$ cat src/rtl/game_session_ctrl_pkg.sv
// Shared game definitions for the typing-session controller: top-level game
// state codes, mode codes, display constants and the BCD formatting helper.
package game_session_ctrl_pkg;

  localparam int unsigned SAT_MAX = 127;
  localparam int unsigned CNT_W   = 7;
  localparam int unsigned WPM_W   = 13;

  localparam logic [3:0]  BLANK_DIGIT = 4'hC;
  localparam logic [15:0] BLANK_DISP  = {4{BLANK_DIGIT}};

  typedef enum logic [1:0] {
    GS_SELECT    = 2'd0,
    GS_COUNTDOWN = 2'd1,
    GS_INGAME    = 2'd2,
    GS_FINISH    = 2'd3
  } game_state_e;

  typedef enum logic {
    MODE_TIME  = 1'b0,
    MODE_WORDS = 1'b1
  } game_mode_e;

  typedef enum logic [1:0] {
    S_IDLE,
    S_RUN,
    S_CALC,
    S_DONE
  } sess_state_e;

  // Double-dabble conversion to four BCD digits, clamping at 9999.
  function automatic logic [15:0] to_bcd(input logic [13:0] bin);
    logic [29:0] sh;
    sh = {16'd0, ((bin > 14'd9999) ? 14'd9999 : bin)};
    for (int i = 0; i < 14; i++) begin
      for (int d = 0; d < 4; d++) begin
        if (sh[14+4*d +: 4] >= 4'd5) sh[14+4*d +: 4] = sh[14+4*d +: 4] + 4'd3;
      end
      sh = sh << 1;
    end
    return sh[29:14];
  endfunction

endpackage

$ cat src/rtl/game_session_ctrl_if.sv
// Handshake/status bundle between the game top level and the session controller.
interface game_session_ctrl_if;
  import game_session_ctrl_pkg::*;

  logic [1:0]       state;
  logic             mode;
  logic [CNT_W-1:0] value;
  logic             word_done;
  logic             finish;
  logic [CNT_W-1:0] elapsed_s;
  logic [CNT_W-1:0] words;
  logic [WPM_W-1:0] wpm;
  logic             wpm_valid;
  logic [15:0]      disp;

  modport master (
    output state, mode, value, word_done,
    input  finish, elapsed_s, words, wpm, wpm_valid, disp
  );

  modport slave (
    input  state, mode, value, word_done,
    output finish, elapsed_s, words, wpm, wpm_valid, disp
  );

endinterface

$ cat src/rtl/game_session_ctrl_seq_divider.sv
// Unsigned restoring divider (13-bit / 7-bit); done pulses exactly 13 cycles after start.
module seq_divider (
  input  logic        clk_div,
  input  logic        rst,
  input  logic        start,
  input  logic [12:0] dividend,
  input  logic [6:0]  divisor,
  output logic        done,
  output logic [12:0] quotient
);

  logic [12:0] quo_q, quo_d;
  logic [6:0]  rem_q, rem_d;
  logic [6:0]  div_q, div_d;
  logic [3:0]  cnt_q, cnt_d;
  logic        busy_q, busy_d;
  logic        done_q, done_d;
  logic [7:0]  shifted;

  always_comb begin
    quo_d   = quo_q;
    rem_d   = rem_q;
    div_d   = div_q;
    cnt_d   = cnt_q;
    busy_d  = busy_q;
    done_d  = 1'b0;
    shifted = {rem_q, quo_q[12]};
    if (start) begin
      quo_d  = dividend;
      rem_d  = '0;
      div_d  = divisor;
      cnt_d  = 4'd13;
      busy_d = 1'b1;
    end else if (busy_q) begin
      // The partial remainder is always below the divisor, so 7 bits hold the difference.
      if (shifted >= {1'b0, div_q}) begin
        rem_d = shifted[6:0] - div_q;
        quo_d = {quo_q[11:0], 1'b1};
      end else begin
        rem_d = shifted[6:0];
        quo_d = {quo_q[11:0], 1'b0};
      end
      cnt_d = cnt_q - 4'd1;
      if (cnt_q == 4'd1) begin
        busy_d = 1'b0;
        done_d = 1'b1;
      end
    end
  end

  always_ff @(posedge clk_div or posedge rst) begin
    if (rst) begin
      quo_q  <= '0;
      rem_q  <= '0;
      div_q  <= '0;
      cnt_q  <= '0;
      busy_q <= 1'b0;
      done_q <= 1'b0;
    end else begin
      quo_q  <= quo_d;
      rem_q  <= rem_d;
      div_q  <= div_d;
      cnt_q  <= cnt_d;
      busy_q <= busy_d;
      done_q <= done_d;
    end
  end

  assign done     = done_q;
  assign quotient = quo_q;

endmodule

$ cat src/rtl/game_session_ctrl.sv
// Typing-session controller: counts seconds and words during a game, then
// computes words-per-minute with a sequential divider and formats the display.
module game_session_ctrl
  import game_session_ctrl_pkg::*;
#(
  parameter int unsigned TICKS_PER_SEC = 10,
  parameter int unsigned SAT_MAX       = game_session_ctrl_pkg::SAT_MAX
) (
  input logic                clk_div,
  input logic                rst,
  game_session_ctrl_if.slave bus
);

  localparam int unsigned      TW        = (TICKS_PER_SEC > 1) ? $clog2(TICKS_PER_SEC) : 1;
  localparam logic [TW-1:0]    TICK_LAST = TW'(TICKS_PER_SEC - 1);
  localparam logic [CNT_W-1:0] SAT_VAL   = CNT_W'(SAT_MAX);

  sess_state_e      fsm_q, fsm_d;
  logic             mode_q, mode_d;
  logic [CNT_W-1:0] value_q, value_d;
  logic [TW-1:0]    tick_q, tick_d;
  logic [CNT_W-1:0] elapsed_q, elapsed_d;
  logic [CNT_W-1:0] words_q, words_d;
  logic [WPM_W-1:0] wpm_q, wpm_d;
  logic             wpm_valid_q, wpm_valid_d;
  logic             word_prev_q, word_prev_d;
  logic             word_rise_q, word_rise_d;

  logic             complete;
  logic             div_start;
  logic             div_done;
  logic [WPM_W-1:0] div_quotient;
  logic [12:0]      dividend;
  logic [6:0]       divisor;
  logic [CNT_W-1:0] remaining;

  assign complete  = (mode_q == MODE_WORDS) ? (words_q == value_q) : (elapsed_q == value_q);
  assign dividend  = {6'd0, words_q} * 13'd60;
  assign divisor   = (elapsed_q == '0) ? 7'd1 : elapsed_q;
  assign remaining = value_q - ((mode_q == MODE_WORDS) ? words_q : elapsed_q);

  // SELECT aborts from any state; otherwise the session FSM advances.
  always_comb begin
    fsm_d       = fsm_q;
    mode_d      = mode_q;
    value_d     = value_q;
    tick_d      = tick_q;
    elapsed_d   = elapsed_q;
    words_d     = words_q;
    wpm_d       = wpm_q;
    wpm_valid_d = wpm_valid_q;
    word_prev_d = bus.word_done;
    word_rise_d = bus.word_done & ~word_prev_q;
    div_start   = 1'b0;
    if (bus.state == GS_SELECT) begin
      fsm_d       = S_IDLE;
      tick_d      = '0;
      elapsed_d   = '0;
      words_d     = '0;
      wpm_d       = '0;
      wpm_valid_d = 1'b0;
    end else begin
      case (fsm_q)
        S_IDLE: begin
          if (bus.state == GS_INGAME) begin
            fsm_d       = S_RUN;
            mode_d      = bus.mode;
            value_d     = bus.value;
            tick_d      = '0;
            elapsed_d   = '0;
            words_d     = '0;
            wpm_d       = '0;
            wpm_valid_d = 1'b0;
          end
        end
        S_RUN: begin
          if (complete) begin
            fsm_d     = S_CALC;
            div_start = 1'b1;
          end else begin
            if (tick_q == TICK_LAST) begin
              tick_d = '0;
              if (elapsed_q != SAT_VAL) elapsed_d = elapsed_q + 7'd1;
            end else begin
              tick_d = tick_q + TW'(1);
            end
            if (word_rise_q && (words_q != SAT_VAL)) words_d = words_q + 7'd1;
          end
        end
        S_CALC: begin
          if (div_done) begin
            fsm_d       = S_DONE;
            wpm_d       = div_quotient;
            wpm_valid_d = 1'b1;
          end
        end
        default: ;
      endcase
    end
  end

  always_ff @(posedge clk_div or posedge rst) begin
    if (rst) begin
      fsm_q       <= S_IDLE;
      mode_q      <= MODE_TIME;
      value_q     <= '0;
      tick_q      <= '0;
      elapsed_q   <= '0;
      words_q     <= '0;
      wpm_q       <= '0;
      wpm_valid_q <= 1'b0;
      word_prev_q <= 1'b0;
      word_rise_q <= 1'b0;
    end else begin
      fsm_q       <= fsm_d;
      mode_q      <= mode_d;
      value_q     <= value_d;
      tick_q      <= tick_d;
      elapsed_q   <= elapsed_d;
      words_q     <= words_d;
      wpm_q       <= wpm_d;
      wpm_valid_q <= wpm_valid_d;
      word_prev_q <= word_prev_d;
      word_rise_q <= word_rise_d;
    end
  end

  seq_divider u_div (
    .clk_div  (clk_div),
    .rst      (rst),
    .start    (div_start),
    .dividend (dividend),
    .divisor  (divisor),
    .done     (div_done),
    .quotient (div_quotient)
  );

  always_comb begin
    bus.disp = BLANK_DISP;
    case (fsm_q)
      S_RUN:   bus.disp = to_bcd({7'd0, remaining});
      S_DONE:  bus.disp = to_bcd({1'b0, wpm_q});
      default: bus.disp = BLANK_DISP;
    endcase
  end

  assign bus.finish    = (fsm_q == S_CALC) || (fsm_q == S_DONE);
  assign bus.elapsed_s = elapsed_q;
  assign bus.words     = words_q;
  assign bus.wpm       = wpm_q;
  assign bus.wpm_valid = wpm_valid_q;

endmodule
$ cat src/flat_wrapper.sv
// flat-port wrapper written by rule: the top's interface ports become plain ports
module game_session_ctrl_flat import game_session_ctrl_pkg::*;
#(
  parameter int unsigned TICKS_PER_SEC = 10,
  parameter int unsigned SAT_MAX       = game_session_ctrl_pkg::SAT_MAX
)
  (clk_div, rst, bus_state, bus_mode, bus_value, bus_word_done, bus_finish, bus_elapsed_s, bus_words, bus_wpm, bus_wpm_valid, bus_disp);
  game_session_ctrl_if bus_i ();
  input logic clk_div;
  input logic rst;
  input wire logic [$bits(bus_i.state)-1:0] bus_state;
  input wire logic [$bits(bus_i.mode)-1:0] bus_mode;
  input wire logic [$bits(bus_i.value)-1:0] bus_value;
  input wire logic [$bits(bus_i.word_done)-1:0] bus_word_done;
  output wire logic [$bits(bus_i.finish)-1:0] bus_finish;
  output wire logic [$bits(bus_i.elapsed_s)-1:0] bus_elapsed_s;
  output wire logic [$bits(bus_i.words)-1:0] bus_words;
  output wire logic [$bits(bus_i.wpm)-1:0] bus_wpm;
  output wire logic [$bits(bus_i.wpm_valid)-1:0] bus_wpm_valid;
  output wire logic [$bits(bus_i.disp)-1:0] bus_disp;
  assign bus_i.state = bus_state;
  assign bus_i.mode = bus_mode;
  assign bus_i.value = bus_value;
  assign bus_i.word_done = bus_word_done;
  assign bus_finish = bus_i.finish;
  assign bus_elapsed_s = bus_i.elapsed_s;
  assign bus_words = bus_i.words;
  assign bus_wpm = bus_i.wpm;
  assign bus_wpm_valid = bus_i.wpm_valid;
  assign bus_disp = bus_i.disp;
  game_session_ctrl #(.TICKS_PER_SEC(TICKS_PER_SEC), .SAT_MAX(SAT_MAX)) u_core (.clk_div(clk_div), .rst(rst), .bus(bus_i));
endmodule
$ cat config.mk
export PLATFORM = sky130hd
export DESIGN_NAME = game_session_ctrl_flat
export DESIGN_NICKNAME = d
export VERILOG_FILES = /design/src/rtl/game_session_ctrl_pkg.sv /design/src/rtl/game_session_ctrl_if.sv /design/src/rtl/game_session_ctrl_seq_divider.sv /design/src/rtl/game_session_ctrl.sv /design/src/flat_wrapper.sv
export SDC_FILE = /design/constraint.sdc
export NUM_CORES = 1
export LEC_CHECK = 0
export BUFFER_PORTS_ARGS = -buffer_cell sky130_fd_sc_hd__buf_2
export CORE_ASPECT_RATIO = 1.5
export CORE_MARGIN = 5
export CORE_UTILIZATION = 45
export DETAILED_ROUTE_END_ITERATION = 12
export GPL_TIMING_DRIVEN = 0
export REMOVE_ABC_BUFFERS = 1
export SYNTH_ARGS = -nofsm -noshare
export SYNTH_HDL_FRONTEND = slang
export SYNTH_SLANG_ARGS = --single-unit
$ cat constraint.sdc
create_clock -name clk_div -period 11.75 [get_ports clk_div]
set_clock_uncertainty 0.1 [all_clocks]
set_input_delay 0.5875 -clock clk_div [delete_from_list [all_inputs] [get_ports clk_div]]
set_output_delay 0.5875 -clock clk_div [all_outputs]
set_load 0.01 [all_outputs]
==> results of run 1 <==
-- layout make-up --
cell class                 count  area (µm²)  area share (%)
tap                          252         315            3.35
clock buffer                  11         243            2.58
multi-input combinational    817        6110            64.9
sequential                    77        1930            20.5
inverter                      85         324            3.44
timing repair buffer          74         440            4.67
clock inverter                 5        60.1           0.637
-- through the flow --
step | power [mW] | cell area [µm²] | cells | setup WS (ns) | util [%]
2_1_floorplan | 1.86 | 8300 | 979 | 1.18 | -
3_3_place_gp | 2.21 | 8900 | 1288 | -0.360 | 48.0
3_5_place_dp | 2.24 | 8950 | 1290 | -0.408 | 48.2
5_1_grt | 2.82 | 9430 | 1321 | -0.0137 | 50.8
4_1_cts | 2.55 | 9300 | 1309 | 0.0738 | 50.2
6_report | 2.52 | 9430 | 1321 | 0.766 | 50.8
-- timing repair --
action,CTS,global route
pin swaps,1,4
gates resized for setup,8,10
setup endpoints to repair,11,11
setup buffers,3,11
-- worst max path at each step --
stage / startpoint / end / depth (start not counted)
after floorplan: u_core.bus.wpm[10]$_DFFE_PP0P_ / bus_disp[9] / 52
after global placement: u_core.bus.wpm[10]$_DFFE_PP0P_ / bus_disp[9] / 53
after detailed placement: u_core.bus.wpm[10]$_DFFE_PP0P_ / bus_disp[9] / 53
after CTS: u_core.bus.wpm[10]$_DFFE_PP0P_ / bus_disp[10] / 54
after global routing: u_core.bus.wpm[10]$_DFFE_PP0P_ / bus_disp[10] / 54
final: u_core.bus.wpm[10]$_DFFE_PP0P_ / bus_disp[5] / 50
-- cells in the mapped netlist, drive strengths merged, types with 4 or more instances --
library cell  count  area, µm²
o32a              5       62.6
a31oi             8       50.1
xnor2            26        228
nand3b            4       30.0
nand2            81        307
a22o             16        140
a32oi             5       62.6
a211oi           19        143
buf              11       81.3
nor4              4       25.0
mux2i            37        370
and3              8       55.1
nand2b           18        113
or4               5       37.5
o2111ai           4       35.0
a21oi            64        328
a211o             5       43.8
dfrtp            77       1930
o211a             4       40.0
or2               6       37.5
clkbuf           34        128
ha               81       1010
nor3             23        125
o21bai            6       45.0
nor2b            10       62.6
and2              7       43.8
nand3            22        110
xor2             16        159
a21boi            4       30.0
or3              10       62.6
o211ai           19        143
o32ai             6       67.6
nand4            13       81.3
o22ai             9       56.3
nor2             86        323
o21ai            75        394
mux2             19        214
fa               13        260
a21o             21        158
o221ai           11        114
o21a              4       30.0
inv              85        322
-- sequential cells by signal (all words and copies together) (netlist names) --
name                   flops
u_core.word_prev_q         1
u_core.u_div.div_q         7
u_core.word_rise_q         1
u_core.bus.words           7
u_core.u_div.rem_q         7
u_core.u_div.done          1
u_core.tick_q              4
u_core.value_q             7
u_core.bus.wpm_valid       1
u_core.mode_q              1
u_core.fsm_q               2
u_core.u_div.busy_q        1
u_core.u_div.quotient     13
u_core.bus.wpm            13
u_core.bus.elapsed_s       7
u_core.u_div.cnt_q         4
-- cells by family after synthesis --
family	count (synthesis)	synth area share, %
xor gates and xnor gates	45	5.34
AOI/OAI and AO/OA	316	26.4
muxes	56	6.87
adders and majority gates	94	15.0
DFF	77	22.7
and+or+nand+nor	306	17.5
buffers and inverters	130	6.24
-- metal layers --
| metal | share of wire [%] | vias up |
|---|---|---|
| li1 | - | 3823 |
| met1 | 42 | 3624 |
| met2 | 54 | 104 |
| met3 | 2.2 | 31 |
| met4 | 2.2 | 0 |
| met5 | 0 | - |
-- power groups by stage --
stage	Sequential (mW)	Clock [mW]	Combinational (mW)
after floorplan	0.423	0	1.43
after global placement	0.446	0	1.76
after detailed placement	0.449	0	1.79
after CTS	0.445	0.289	1.82
after global routing	0.458	0.297	2.07
final	0.442	0.278	1.80
==> impl_results.md, run 1 <==
- Status: completed
- Max incr delay on CP: between 0.5 and 0.6 ns
- Delay-heaviest family, CP: compound AO/OA/AOI/OAI gates
- Vias in the first global route: between 7000 and 8000
- Clock Sinks: between 70 and 80
- Worst-Skew Late Latency: 0.33 ns
- CTS tree: yes
- Crit path required time: 11.06 ns
- Iter 0 DRT Violations: 300
- Clock Tree Root: clkbuf_16
- Via count: about 7600
- Mapped cell area: approximately 0.0085 mm²
- Layout cells sized above 1: between 10% and 20%
- Measured slew at the worst slew-check pin: about 1.3 ns
- Cts hold-fix bufs: 0
- Setup tns final: 0 ns
- Gate power share: about 72%
- Final Net Count: roughly 1200
- Hold WC Path Type: in -> async
- Fill cells: ~1800
- Synth warn: 0
- CORE AREA: ~0.019 mm²
- Async set-reset flop share out of synthesis: 100%
- Final period util: between 90 and 100%
- CP max FO: 10
- Fin crit period: 10.98 ns
- Clock slew seen by the registers of the worst setup and hold paths: 0.06 ns
- Mapped Cells: 1024
- Most common cell on crit path: inv_1
- Number of max-cap violations: 0
- Nature of the critical path startpoint: register
- Antenna diode count: 0
- Worst path slowest cell: or4_1
- Worst path buffer plus inverter count: 11
- Leading cell type in the layout, fill and taps excluded: nor2_1
- GR Layer Usage met2: 36.1%
- FP Rows: 61
- Hold_ws: approximately 0.14 ns
- Largest net degree at the start of global routing: 50
- Via/cell ratio: between 5 and 6
- Final setup viols: 0
- Fmax: just over 0.09 GHz
- Final Wtd Congestion: between 0.8 and 0.9
- Starting Density: between 40% and 50%
- Syn_area_per_cell: just over 8 µm²
- Synth unique cells: just under 90
- GR Layer Usage met3: around 2.2%
- Fin. max-slew vios: 0
- DRC violation count after routing: 0
- Gr usage total: between 10% and 20%
- Drt pass-1 iters: 5
- Worst slew margin: 13.2%
- Reg power frac: between 10% and 20%
- R2r startpoint: u_core.fsm_q[1]$_DFFE_PP0P_
- H-tree depth: 3
- Die H: 178 µm
- GRT overflow: 0
- Switch share: between 40% and 50%
- Synth Flop Type: dfrtp_1
- Clock Tree Buf Depth: 2
- Busiest grt layer: met2
- Clock share of power: about 11%
- Detailed placement HPWL: approximately 16 mm
- Critical Path Sink Type: primary output
- IO Port Bufs: 57
- ANT nets after route: 0
- IO Pins: between 50 and 60
- Most frequent cells in the layout: nor2_1, nand2_1, inv_1
- First-pass GRT wire length: ~35 mm
- Maximum vdd drop: 352 µV
- PwrDens: approximately 270 mW/mm²
- Worst r2r dst: u_core.bus.elapsed_s[5]$_DFFE_PP0P_
- Die W: roughly 120 µm
- Int Power: 1.31 mW
- Count of final hold-check violations: 0
- TritonCTS Buffers: 9
- Seq/Total Area, Yosys: about 23%
- P_sw: 1.21 mW
- R2R Setup Slk: roughly 8.0 ns
- Lkg Pwr: 4.40 nW
- Routed len/inst: about 15 µm
- Crit path DAT: about 10 ns
- WS Path Type: reg -> out
- Post-synth EDFFs: 0
- FF-to-FF path depth: 10
- Die ar.: 0.0218 mm²
- Post-Route WL: between 20 and 25 mm
- Area growth, synth to finish: 10.8%
- Register bit count reported by yosys: 77
- Initial antenna violation count: 0
- Met1 Use GR: between 20% and 30%
No activity file was read; power rests on OpenSTA's default activity.
==> run 2: changes to the inputs <==
CORE_UTILIZATION = 50   (was 45)
PLACE_DENSITY = 0.68   (was not set)
==> run 2 against run 1 <==
  * Critical path depth stayed put
  * Via count is 0.61% higher
  * Cell area is 0.46% lower
  * Fmax is 0.34% lower
  * Die area is 9.3% lower
  * Largest power group unchanged
==> impl_results.md, run 2 (synthesized netlist as in run 1, its figures left out) <==
- Most frequent cells in the layout: nor2_1, nand2_1, inv_1
- GRT overflow: 0
- GR Layer Usage met3: under 10%
- Number of max-cap violations: 0
- Met1 Use GR: 24.7%
- Clock slew seen by the registers of the worst setup and hold paths: about 0.06 ns
- Worst path slowest cell: or4_1
- Leading cell type in the layout, fill and taps excluded: nor2_1
- Hold WC Path Type: in -> async
- Starting Density: between 50 and 60%
- Busiest grt layer: met2
- Fmax: 0.0907 GHz
- Critical Path Sink Type: primary output
- Crit path DAT: ~10 ns
- Lkg Pwr: roughly 4.4 nW
- Die H: about 170 µm
- Nature of the critical path startpoint: register
- Clock Tree Buf Depth: 2
- Final setup viols: 0
- Maximum vdd drop: about 350 µV
- First-pass GRT wire length: about 34 mm
- Gr usage total: roughly a fifth
- Via/cell ratio: between 5 and 6
- Fin. max-slew vios: 0
- TritonCTS Buffers: 9
- R2r startpoint: u_core.fsm_q[1]$_DFFE_PP0P_
- R2R Setup Slk: between 7 and 8 ns
- ANT nets after route: 0
- IO Pins: 58
- GR Layer Usage met2: between 30% and 40%
- Fill cells: 1567
- PwrDens: 271 mW/mm²
- Area growth, synth to finish: 10.3%
- WS Path Type: reg -> out
- Initial antenna violation count: 0
- Dpl ws: -0.370 ns
- Final core occ: a little under three fifths
- Max incr delay on CP: around 0.53 ns
- CTS tree: yes
- Die ar.: slightly below 0.02 mm²
- Final WS setup: approximately 0.73 ns
- Final Wtd Congestion: around 0.85
- Largest net degree at the start of global routing: 72
- Final period util: 93.8%
- H-tree depth: 3
- Measured slew at the worst slew-check pin: between 1 and 1.5 ns
- FF-to-FF path depth: 10
- IO Port Bufs: 57
- Iter 0 DRT Violations: 350
- Count of final hold-check violations: 0
- Post-Route WL: just under 20 mm
- Antenna diode count: 0
- Fin crit period: 11.02 ns
- Status: completed
- Via count: between 7000 and 8000
- Vias in the first global route: approximately 7300
- CORE AREA: 0.0168 mm²
- Final Net Count: about 1200
- Worst slew margin: a little over an eighth
- CP max FO: 10
- Drt pass-1 iters: 5
- FP Rows: 58
- Placed inst area: roughly 0.0089 mm²
- Layout cells sized above 1: ~14%
- Crit path required time: between 10 and 15 ns
- Worst r2r dst: u_core.bus.elapsed_s[5]$_DFFE_PP0P_
- Final instance area: 0.00938 mm²
- Clock Sinks: 77
- Clock Tree Root: clkbuf_16
- Worst-Skew Late Latency: between 0.3 and 0.4 ns
- Die W: between 100 and 150 µm
- Detailed placement HPWL: approximately 15 mm
- Total power: between 2 and 3 mW
- Routed len/inst: 15.5 µm
- DRC violation count after routing: 0
==> run 2: changes by cell type in the layout (fill, tap and decap cells not counted), sizes merged <==
cell and change:
buf -4, bufinv +1, clkbuf +1, clkinv -1, clkinvlp -1
==> run 2: repair_timing <==
item | 4_1_cts | 5_1_grt
endpoints found under the setup margin | 11 | 11
hold buffers | 0 | 0
setup buffers | 0 | 11
resized for setup | 8 | 10
pin swaps | 0 | 2
==> run 2: worst max-delay path: cells and delay by family, from the launching register on <==
family,cells,cell delay [ns]
muxes,2,0.53
xor gates and xnor gates,2,0.33
and+or+nand+nor,10,2.29
buffers and inverters,11,0.95
DFF,1,0.44
AOI/OAI and AO/OA,16,3.63
adders and majority gates,9,1.81
==> run 2: cell type report <==
cell class                      count  area [µm²]  area share [%]
Multi-Input combinational cell    817        6120            65.2
Sequential cell                    77        1930            20.6
Timing Repair Buffer               70         423            4.51
Inverter                           85         324            3.45
Tap cell                          210         263            2.80
Clock buffer                       12         256            2.73
Clock inverter                      4        70.1           0.747
==> run 2: per-stage QoR <==
step	setup TNS (ns)	hold WS, ns	cells
global placement	-0.557	0.284	1246
floorplan	0	0.278	979
global route	-0.0523	0.0303	1275
detailed placement	-1.12	0.289	1248
finish	0	0.0347	1275
CTS	0	0.0291	1264
==> run 2: per-layer routing <==
| metal | part of all wire, % | up-vias |
|---|---|---|
| li1 | - | 3810 |
| met1 | 41 | 3660 |
| met3 | 2.6 | 28 |
| met2 | 54 | 130 |
| met4 | 2.0 | 0 |
| met5 | 0 | - |
==> run 2: how the worst max path moves through the flow <==
stage | slack (ns) | cells after the start | to | start
2_1_floorplan | 1.18 | 52 | bus_disp[9] | u_core.bus.wpm[10]$_DFFE_PP0P_
5_1_grt | -0.04 | 53 | bus_disp[9] | u_core.bus.wpm[11]$_DFFE_PP0P_
3_5_place_dp | -0.37 | 53 | bus_disp[9] | u_core.bus.wpm[10]$_DFFE_PP0P_
4_1_cts | 0.04 | 53 | bus_disp[9] | u_core.bus.wpm[10]$_DFFE_PP0P_
3_3_place_gp | -0.27 | 53 | bus_disp[9] | u_core.bus.wpm[10]$_DFFE_PP0P_
6_report | 0.73 | 50 | bus_disp[5] | u_core.bus.wpm[11]$_DFFE_PP0P_
==> run 2: power breakdown <==
group	internal (mW)	leakage (nW)	total, mW	switching [mW]
registers	0.348	0.966	0.442	0.0939
clock network	0.197	0.163	0.302	0.105
logic	0.790	3.27	1.80	1.01
total	1.34	4.40	2.54	1.21
